--- config.mk ---
export PLATFORM = sky130hd
export DESIGN_NAME = pll_rate_ctrl_flat
export DESIGN_NICKNAME = d
export VERILOG_FILES = /design/src/rtl/pll_rate_ctrl_pkg.sv /design/src/rtl/pll_rate_ctrl_if.sv /design/src/rtl/pll_rate_ctrl_sync_2ff.sv /design/src/rtl/pll_rate_ctrl.sv /design/src/flat_wrapper.sv
export SDC_FILE = /design/constraint.sdc
export NUM_CORES = 1
export LEC_CHECK = 0
export CAP_MARGIN = 10
export CELL_PAD_IN_SITES_DETAIL_PLACEMENT = 1
export CELL_PAD_IN_SITES_GLOBAL_PLACEMENT = 2
export CORE_ASPECT_RATIO = 0.9
export CORE_MARGIN = 1.5
export CORE_UTILIZATION = 33
export DETAILED_ROUTE_END_ITERATION = 10
export PLACE_DENSITY = 0.77
export SLEW_MARGIN = 20
export SYNTH_ARGS = -nofsm -noshare
export SYNTH_HDL_FRONTEND = slang
export SYNTH_SLANG_ARGS = --single-unit
--- constraint.sdc ---
create_clock -name Ref_Clk -period 2.8 [get_ports Ref_Clk]
set_clock_uncertainty 0.2 [all_clocks]
set_input_delay 0.56 -clock Ref_Clk [delete_from_list [all_inputs] [get_ports Ref_Clk]]
set_output_delay 0.56 -clock Ref_Clk [all_outputs]
set_load 0.03 [all_outputs]
--- src/rtl/pll_rate_ctrl_pkg.sv ---
// Shared encodings and default timing for the PHY PLL rate sequencer.
package pll_ctrl_pkg;

    localparam logic [2:0] ST_OFF       = 3'd0;
    localparam logic [2:0] ST_PWR_UP    = 3'd1;
    localparam logic [2:0] ST_WAIT_LOCK = 3'd2;
    localparam logic [2:0] ST_SETTLE    = 3'd3;
    localparam logic [2:0] ST_READY     = 3'd4;
    localparam logic [2:0] ST_RATE_CHG  = 3'd5;
    localparam logic [2:0] ST_ERROR     = 3'd6;

    localparam int unsigned DEF_RATE_W       = 2;
    localparam int unsigned DEF_RST_CYC      = 4;
    localparam int unsigned DEF_LOCK_TIMEOUT = 64;
    localparam int unsigned DEF_SETTLE_CYC   = 8;
    localparam int unsigned DEF_CNT_W        = 8;

endpackage

--- src/rtl/pll_rate_ctrl_if.sv ---
// Control/status bundle between the PLL sequencer and the PHY top / PLL macro.
interface pll_rate_ctrl_if #(
    parameter int unsigned RATE_W = 2
);
    logic              Pll_Req;
    logic [RATE_W-1:0] Rate;
    logic              Pll_Locked;
    logic              Pll_Rst;
    logic              Pll_En;
    logic [RATE_W-1:0] Div_Sel;
    logic              Clk_Gate_En;
    logic              PhyStatus;
    logic              Lock_Err;
    logic [2:0]        State;

    // master: the sequencer; slave: the PHY top and PLL it controls
    modport master (
        input  Pll_Req, Rate, Pll_Locked,
        output Pll_Rst, Pll_En, Div_Sel, Clk_Gate_En, PhyStatus, Lock_Err, State
    );
    modport slave (
        output Pll_Req, Rate, Pll_Locked,
        input  Pll_Rst, Pll_En, Div_Sel, Clk_Gate_En, PhyStatus, Lock_Err, State
    );
endinterface

--- src/rtl/pll_rate_ctrl_sync_2ff.sv ---
// Two-flop synchronizer for asynchronous level inputs, synchronous reset to 0.
module sync_2ff #(
    parameter int unsigned WIDTH = 1
) (
    input  logic             clk_i,
    input  logic             rst_i,
    input  logic [WIDTH-1:0] d_i,
    output logic [WIDTH-1:0] q_o
);
    logic [WIDTH-1:0] meta_q;
    logic [WIDTH-1:0] sync_q;

    always_ff @(posedge clk_i) begin
        if (rst_i) begin
            meta_q <= '0;
            sync_q <= '0;
        end else begin
            meta_q <= d_i;
            sync_q <= meta_q;
        end
    end

    assign q_o = sync_q;
endmodule

--- src/rtl/pll_rate_ctrl.sv ---
// PLL bring-up / rate-change sequencer on Ref_Clk: reset, lock wait, lock
// qualification, clock gating and PhyStatus completion reporting.
module pll_rate_ctrl
    import pll_ctrl_pkg::*;
#(
    parameter int unsigned RATE_W       = DEF_RATE_W,
    parameter int unsigned RST_CYC      = DEF_RST_CYC,
    parameter int unsigned LOCK_TIMEOUT = DEF_LOCK_TIMEOUT,
    parameter int unsigned SETTLE_CYC   = DEF_SETTLE_CYC,
    parameter int unsigned CNT_W        = DEF_CNT_W
) (
    input logic             Ref_Clk,
    input logic             Rst,
    pll_rate_ctrl_if.master bus
);
    localparam logic [CNT_W-1:0] RST_LAST    = CNT_W'(RST_CYC - 1);
    localparam logic [CNT_W-1:0] TIMEOUT_LAST = CNT_W'(LOCK_TIMEOUT - 1);
    localparam logic [CNT_W-1:0] SETTLE_LAST = CNT_W'(SETTLE_CYC - 1);

    logic              lk_s;
    logic [2:0]        st_q, st_d;
    logic [CNT_W-1:0]  cnt_q, cnt_d, cnt_inc;
    logic [RATE_W-1:0] div_q, div_d;
    logic              err_q, err_d;
    logic              pll_rst_q, pll_en_q, gate_q, phy_q;

    sync_2ff #(.WIDTH(1)) u_lock_sync (
        .clk_i (Ref_Clk),
        .rst_i (Rst),
        .d_i   (bus.Pll_Locked),
        .q_o   (lk_s)
    );

    assign cnt_inc = (&cnt_q) ? cnt_q : cnt_q + 1'b1;

    always_comb begin
        st_d  = st_q;
        cnt_d = cnt_q;
        div_d = div_q;
        err_d = err_q;
        case (st_q)
            ST_OFF: begin
                if (bus.Pll_Req) begin
                    st_d  = ST_PWR_UP;
                    cnt_d = '0;
                    div_d = bus.Rate;
                    err_d = 1'b0;
                end
            end
            ST_PWR_UP: begin
                if (cnt_q == RST_LAST) begin
                    st_d  = ST_WAIT_LOCK;
                    cnt_d = '0;
                end else begin
                    cnt_d = cnt_inc;
                end
            end
            ST_WAIT_LOCK: begin
                if (lk_s) begin
                    st_d  = ST_SETTLE;
                    cnt_d = '0;
                end else if (cnt_q == TIMEOUT_LAST) begin
                    st_d  = ST_ERROR;
                    err_d = 1'b1;
                end else begin
                    cnt_d = cnt_inc;
                end
            end
            ST_SETTLE: begin
                if (!lk_s) begin
                    st_d  = ST_WAIT_LOCK;
                    cnt_d = '0;
                end else if (cnt_q == SETTLE_LAST) begin
                    st_d = ST_READY;
                end else begin
                    cnt_d = cnt_inc;
                end
            end
            ST_READY: begin
                if (!lk_s) begin
                    st_d  = ST_WAIT_LOCK;
                    cnt_d = '0;
                end else if (bus.Rate != div_q) begin
                    st_d = ST_RATE_CHG;
                end
            end
            ST_RATE_CHG: begin
                st_d  = ST_PWR_UP;
                cnt_d = '0;
                div_d = bus.Rate;
            end
            ST_ERROR: begin
                if (!bus.Pll_Req) begin
                    st_d = ST_OFF;
                end
            end
            default: st_d = ST_OFF;
        endcase
        // Power-down request wins over every transition except from OFF/ERROR
        if (!bus.Pll_Req && st_q != ST_OFF && st_q != ST_ERROR) begin
            st_d  = ST_OFF;
            cnt_d = '0;
        end
    end

    // Outputs are decoded from the next state so they line up with State
    always_ff @(posedge Ref_Clk) begin
        if (Rst) begin
            st_q      <= ST_OFF;
            cnt_q     <= '0;
            div_q     <= '0;
            err_q     <= 1'b0;
            pll_rst_q <= 1'b1;
            pll_en_q  <= 1'b0;
            gate_q    <= 1'b0;
            phy_q     <= 1'b0;
        end else begin
            st_q      <= st_d;
            cnt_q     <= cnt_d;
            div_q     <= div_d;
            err_q     <= err_d;
            pll_rst_q <= (st_d == ST_OFF) || (st_d == ST_PWR_UP) || (st_d == ST_ERROR);
            pll_en_q  <= (st_d != ST_OFF) && (st_d != ST_ERROR);
            gate_q    <= (st_d == ST_READY);
            phy_q     <= (st_d == ST_READY) && (st_q == ST_SETTLE);
        end
    end

    assign bus.Pll_Rst     = pll_rst_q;
    assign bus.Pll_En      = pll_en_q;
    assign bus.Div_Sel     = div_q;
    assign bus.Clk_Gate_En = gate_q;
    assign bus.PhyStatus   = phy_q;
    assign bus.Lock_Err    = err_q;
    assign bus.State       = st_q;
endmodule

--- src/flat_wrapper.sv ---
// flat-port wrapper written by rule: the top's interface ports become plain ports
module pll_rate_ctrl_flat import pll_ctrl_pkg::*;
#(
    parameter int unsigned RATE_W       = DEF_RATE_W,
    parameter int unsigned RST_CYC      = DEF_RST_CYC,
    parameter int unsigned LOCK_TIMEOUT = DEF_LOCK_TIMEOUT,
    parameter int unsigned SETTLE_CYC   = DEF_SETTLE_CYC,
    parameter int unsigned CNT_W        = DEF_CNT_W
)
  (Ref_Clk, Rst, bus_Pll_Req, bus_Rate, bus_Pll_Locked, bus_Pll_Rst, bus_Pll_En, bus_Div_Sel, bus_Clk_Gate_En, bus_PhyStatus, bus_Lock_Err, bus_State);
  pll_rate_ctrl_if #(.RATE_W(RATE_W)) bus_i ();
  input logic Ref_Clk;
  input logic Rst;
  input wire logic [$bits(bus_i.Pll_Req)-1:0] bus_Pll_Req;
  input wire logic [$bits(bus_i.Rate)-1:0] bus_Rate;
  input wire logic [$bits(bus_i.Pll_Locked)-1:0] bus_Pll_Locked;
  output wire logic [$bits(bus_i.Pll_Rst)-1:0] bus_Pll_Rst;
  output wire logic [$bits(bus_i.Pll_En)-1:0] bus_Pll_En;
  output wire logic [$bits(bus_i.Div_Sel)-1:0] bus_Div_Sel;
  output wire logic [$bits(bus_i.Clk_Gate_En)-1:0] bus_Clk_Gate_En;
  output wire logic [$bits(bus_i.PhyStatus)-1:0] bus_PhyStatus;
  output wire logic [$bits(bus_i.Lock_Err)-1:0] bus_Lock_Err;
  output wire logic [$bits(bus_i.State)-1:0] bus_State;
  assign bus_i.Pll_Req = bus_Pll_Req;
  assign bus_i.Rate = bus_Rate;
  assign bus_i.Pll_Locked = bus_Pll_Locked;
  assign bus_Pll_Rst = bus_i.Pll_Rst;
  assign bus_Pll_En = bus_i.Pll_En;
  assign bus_Div_Sel = bus_i.Div_Sel;
  assign bus_Clk_Gate_En = bus_i.Clk_Gate_En;
  assign bus_PhyStatus = bus_i.PhyStatus;
  assign bus_Lock_Err = bus_i.Lock_Err;
  assign bus_State = bus_i.State;
  pll_rate_ctrl #(.RATE_W(RATE_W), .RST_CYC(RST_CYC), .LOCK_TIMEOUT(LOCK_TIMEOUT), .SETTLE_CYC(SETTLE_CYC), .CNT_W(CNT_W)) u_core (.Ref_Clk(Ref_Clk), .Rst(Rst), .bus(bus_i));
endmodule
==> results.sh <==
export IMPL_outcome="completed"
export IMPL_chipWidth_um=64.9
export IMPL_p_int_mw=0.530
export IMPL_min_period_ns=2.40
export IMPL_final_antenna_net_count=0
export IMPL_dr_first_iter_drc_count=25
export IMPL_p_sw_share_pct=24.3
export IMPL_slew_headroom_pct=60.2
export IMPL_vdd_drop_max_mv=0.407
export IMPL_start_util_pct=34.1
export IMPL_end_kind="output pin"
export IMPL_min_path_cells=1
export IMPL_worstHoldStart="u_core.u_lock_sync.meta_q"
export IMPL_dieArea_um2=3800
export IMPL_synth_edf_count=0
export IMPL_grt_pass1_wl_mm=4.95
export IMPL_post_cts_buffers=0
export IMPL_io_buffers=15
export IMPL_coreArea_um2=3330
export IMPL_setup_worst_path_start="u_core.bus.State[1]"
export IMPL_routed_via_density=5.47
export IMPL_p_clk_share_pct=41.3
export IMPL_synth_main_ff_cell="dfxtp_1"
export IMPL_max_cap_viol_count=0
export IMPL_r2r_cells=6
export IMPL_combinationalPowerShare_pct=15.2
export IMPL_hold_path_class="reg -> reg"
export IMPL_hold_viol=0
export IMPL_async_flop_share_pct=0
export IMPL_avgSynthCellArea_um2=8.11
export IMPL_tightest_slew_ns=0.596
export IMPL_p_leak_nw=0.492
export IMPL_drt_wirelength_per_cell_um=15.1
export IMPL_critical_path_top_delay_family="buffers and inverters"
export IMPL_dpl_hpwl_mm=2.22
export IMPL_grt_pass1_vias=1054
export IMPL_areaGrowthSynthToFinish_pct=21.6
export IMPL_r2r_slack_ns=0.47
export IMPL_fin_nets=161
export IMPL_cts_tree="yes"
export IMPL_most_common_layout_cells="20 x dfxtp_1, 15 x nand2_1, 15 x clkdlybuf4s50_1, 8 x nor3_1"
export IMPL_cts_sinks=20
export IMPL_crit_required_ns=2.04
export IMPL_power_density_nw_per_um2=507
export IMPL_fin_setup_tns_ns=0
export IMPL_clock_tree_buffer_depth=2
export IMPL_track_usage_pct=17.1
export IMPL_synthCells=140
export IMPL_cts_repair_resized=0
export IMPL_worstReg2RegEnd="u_core.cnt_q[1]"
export IMPL_syn_nets=147
export IMPL_r2r_start="u_core.cnt_q[0]"
export IMPL_firstDrtPassIters=3
export IMPL_synth_cell_area_um2=1140
export IMPL_vias=1077
export IMPL_yosysSeqAreaShare_pct=35.2
export IMPL_hold_end="u_core.u_lock_sync.q_o"
export IMPL_fin_crit_sh_pct=85.8
export IMPL_p_switching_mw=0.171
export IMPL_post_route_drc_count=0
export IMPL_row_count=20
export IMPL_pwr_share_seq_pct=43.5
export IMPL_cts_hold_buf=0
export IMPL_start_kind="flip-flop"
export IMPL_htree_levels=1
export IMPL_rsz0062_at_grt="false"
export IMPL_cts_made_buffers=3
export IMPL_critPathKind="reg -> out"
export IMPL_io_pins=16
export IMPL_max_freq_ghz=0.416
export IMPL_die_h_um=58.7
export IMPL_overflow=0
export IMPL_path_buf_inv=1
export IMPL_whs_ns=0.240
export IMPL_grt_max_degree=17
export IMPL_gp_congestion=0.753
export IMPL_clk_pin_slew_ns=0.08
export IMPL_root_buffer="clkbuf_8"
export IMPL_antenna_cells=0
export IMPL_max_stage_delay_ns=0.76
export IMPL_yosysWarnings=0
export IMPL_ys_types=48
export IMPL_arrival_ns=1.64
export IMPL_yosys_register_bits=20
export IMPL_slew_viol_final=0
export IMPL_totalWireLength_mm=2.97
export IMPL_mostFrequentLayoutCell="dfxtp_1"
export IMPL_grt_antenna_before_repair=0
export IMPL_drive_gt1_share_pct=7.19
export IMPL_finalSetupViolations=0
export IMPL_insertion_delay_ns=0.26
export IMPL_crit_slowest_cell="clkdlybuf4s50_1"
export IMPL_path_cells="clkdlybuf4s50_1"
export IMPL_cp_max_fo=16
[synthesized netlist by cell type, drive strengths merged, types with 2 or more instances]
library cell,n,area share [%]
xor2,3,2.3
mux2i,2,1.8
nor3,9,4.4
o22ai,2,1.1
a31oi,3,1.7
nand2,15,5.0
nand2b,4,2.2
and3,2,1.1
o21bai,2,1.3
buf,3,2.1
or2,2,1.1
dfxtp,20,35
clkbuf,4,1.3
a211oi,4,2.6
nand3,5,2.2
and2,3,1.7
a21boi,4,2.6
a31o,2,1.5
nor4,2,1.1
inv,4,1.3
o21ai,8,3.9
nor2,7,2.3
a21oi,7,3.1
nor2b,6,3.3
[state kept, by name (all words and copies together) (netlist names)]
register                   cells
u_core.bus.Lock_Err            1
u_core.bus.PhyStatus           1
u_core.cnt_q                   8
u_core.bus.Clk_Gate_En         1
u_core.u_lock_sync.meta_q      1
u_core.u_lock_sync.q_o         1
u_core.bus.State               3
u_core.bus.Div_Sel             2
u_core.bus.Pll_En              1
u_core.bus.Pll_Rst             1
[worst max path at each step]
stage | depth (start not counted) | end | slack (ns)
global route | 1 | bus_State[1] | 0.26
global placement | 6 | u_core.cnt_q[4] | 0.45
detailed placement | 6 | u_core.cnt_q[1] | 0.37
finish | 1 | bus_State[1] | 0.40
floorplan | 6 | u_core.cnt_q[2] | 0.81
CTS | 1 | bus_State[1] | 0.37
[cell families (layout without fill, tap and decap cells)]
kind of cell | after synthesis | in the layout | share of synthesized area (%)
AO/OA/AOI/OAI | 42 | 42 | 25.9
XOR/XNOR | 3 | 3 | 2.31
adder cells (fa/ha/maj) | 1 | 1 | 1.10
buffers and inverters | 11 | 24 | 4.73
flip-flops | 20 | 20 | 35.2
multiplexers | 2 | 2 | 1.76
AND/OR/NAND/NOR | 61 | 61 | 29.0
[final cells by class]
class                   count  area, µm²
well taps                  44       55.1
repair buffers             16        158
multi-input cells         109        682
fillers                   404       1950
clock inverters             1       30.0
clock buffers               3       41.3
flip-flops and latches     20        400
inverters                   4       15.0
[through the flow]
step / setup slack, ns / util (%) / total power, mW / cell area [µm²] / cells
2_1_floorplan: 0.807 / - / 0.386 / 1140 / 140
3_3_place_gp: 0.454 / 39.4 / 0.415 / 1310 / 193
3_5_place_dp: 0.375 / 39.4 / 0.419 / 1310 / 193
4_1_cts: 0.374 / 41.5 / 0.713 / 1380 / 197
5_1_grt: 0.260 / 41.5 / 0.737 / 1380 / 197
6_report: 0.397 / 41.5 / 0.701 / 1380 / 197
[power by group through the flow]
stage	combinational, mW	clock, mW	sequential [mW]
3_5_place_dp	0.108	0	0.311
6_report	0.107	0.290	0.305
5_1_grt	0.118	0.313	0.306
3_3_place_gp	0.104	0	0.311
4_1_cts	0.108	0.300	0.304
2_1_floorplan	0.0686	0	0.317
[layer usage]
metal  routed length, µm  vias to the layer above  share of wire, %  track usage (%)
met4                  18                        0              0.61             4.56
li1                    -                      539                 -                -
met3                  88                        2               3.0             4.40
met2                1420                       12                48             29.6
met1                1440                      524                49             21.1
met5                   0                        -                 0                0
Note: power is estimated with default switching activity, not from simulation.
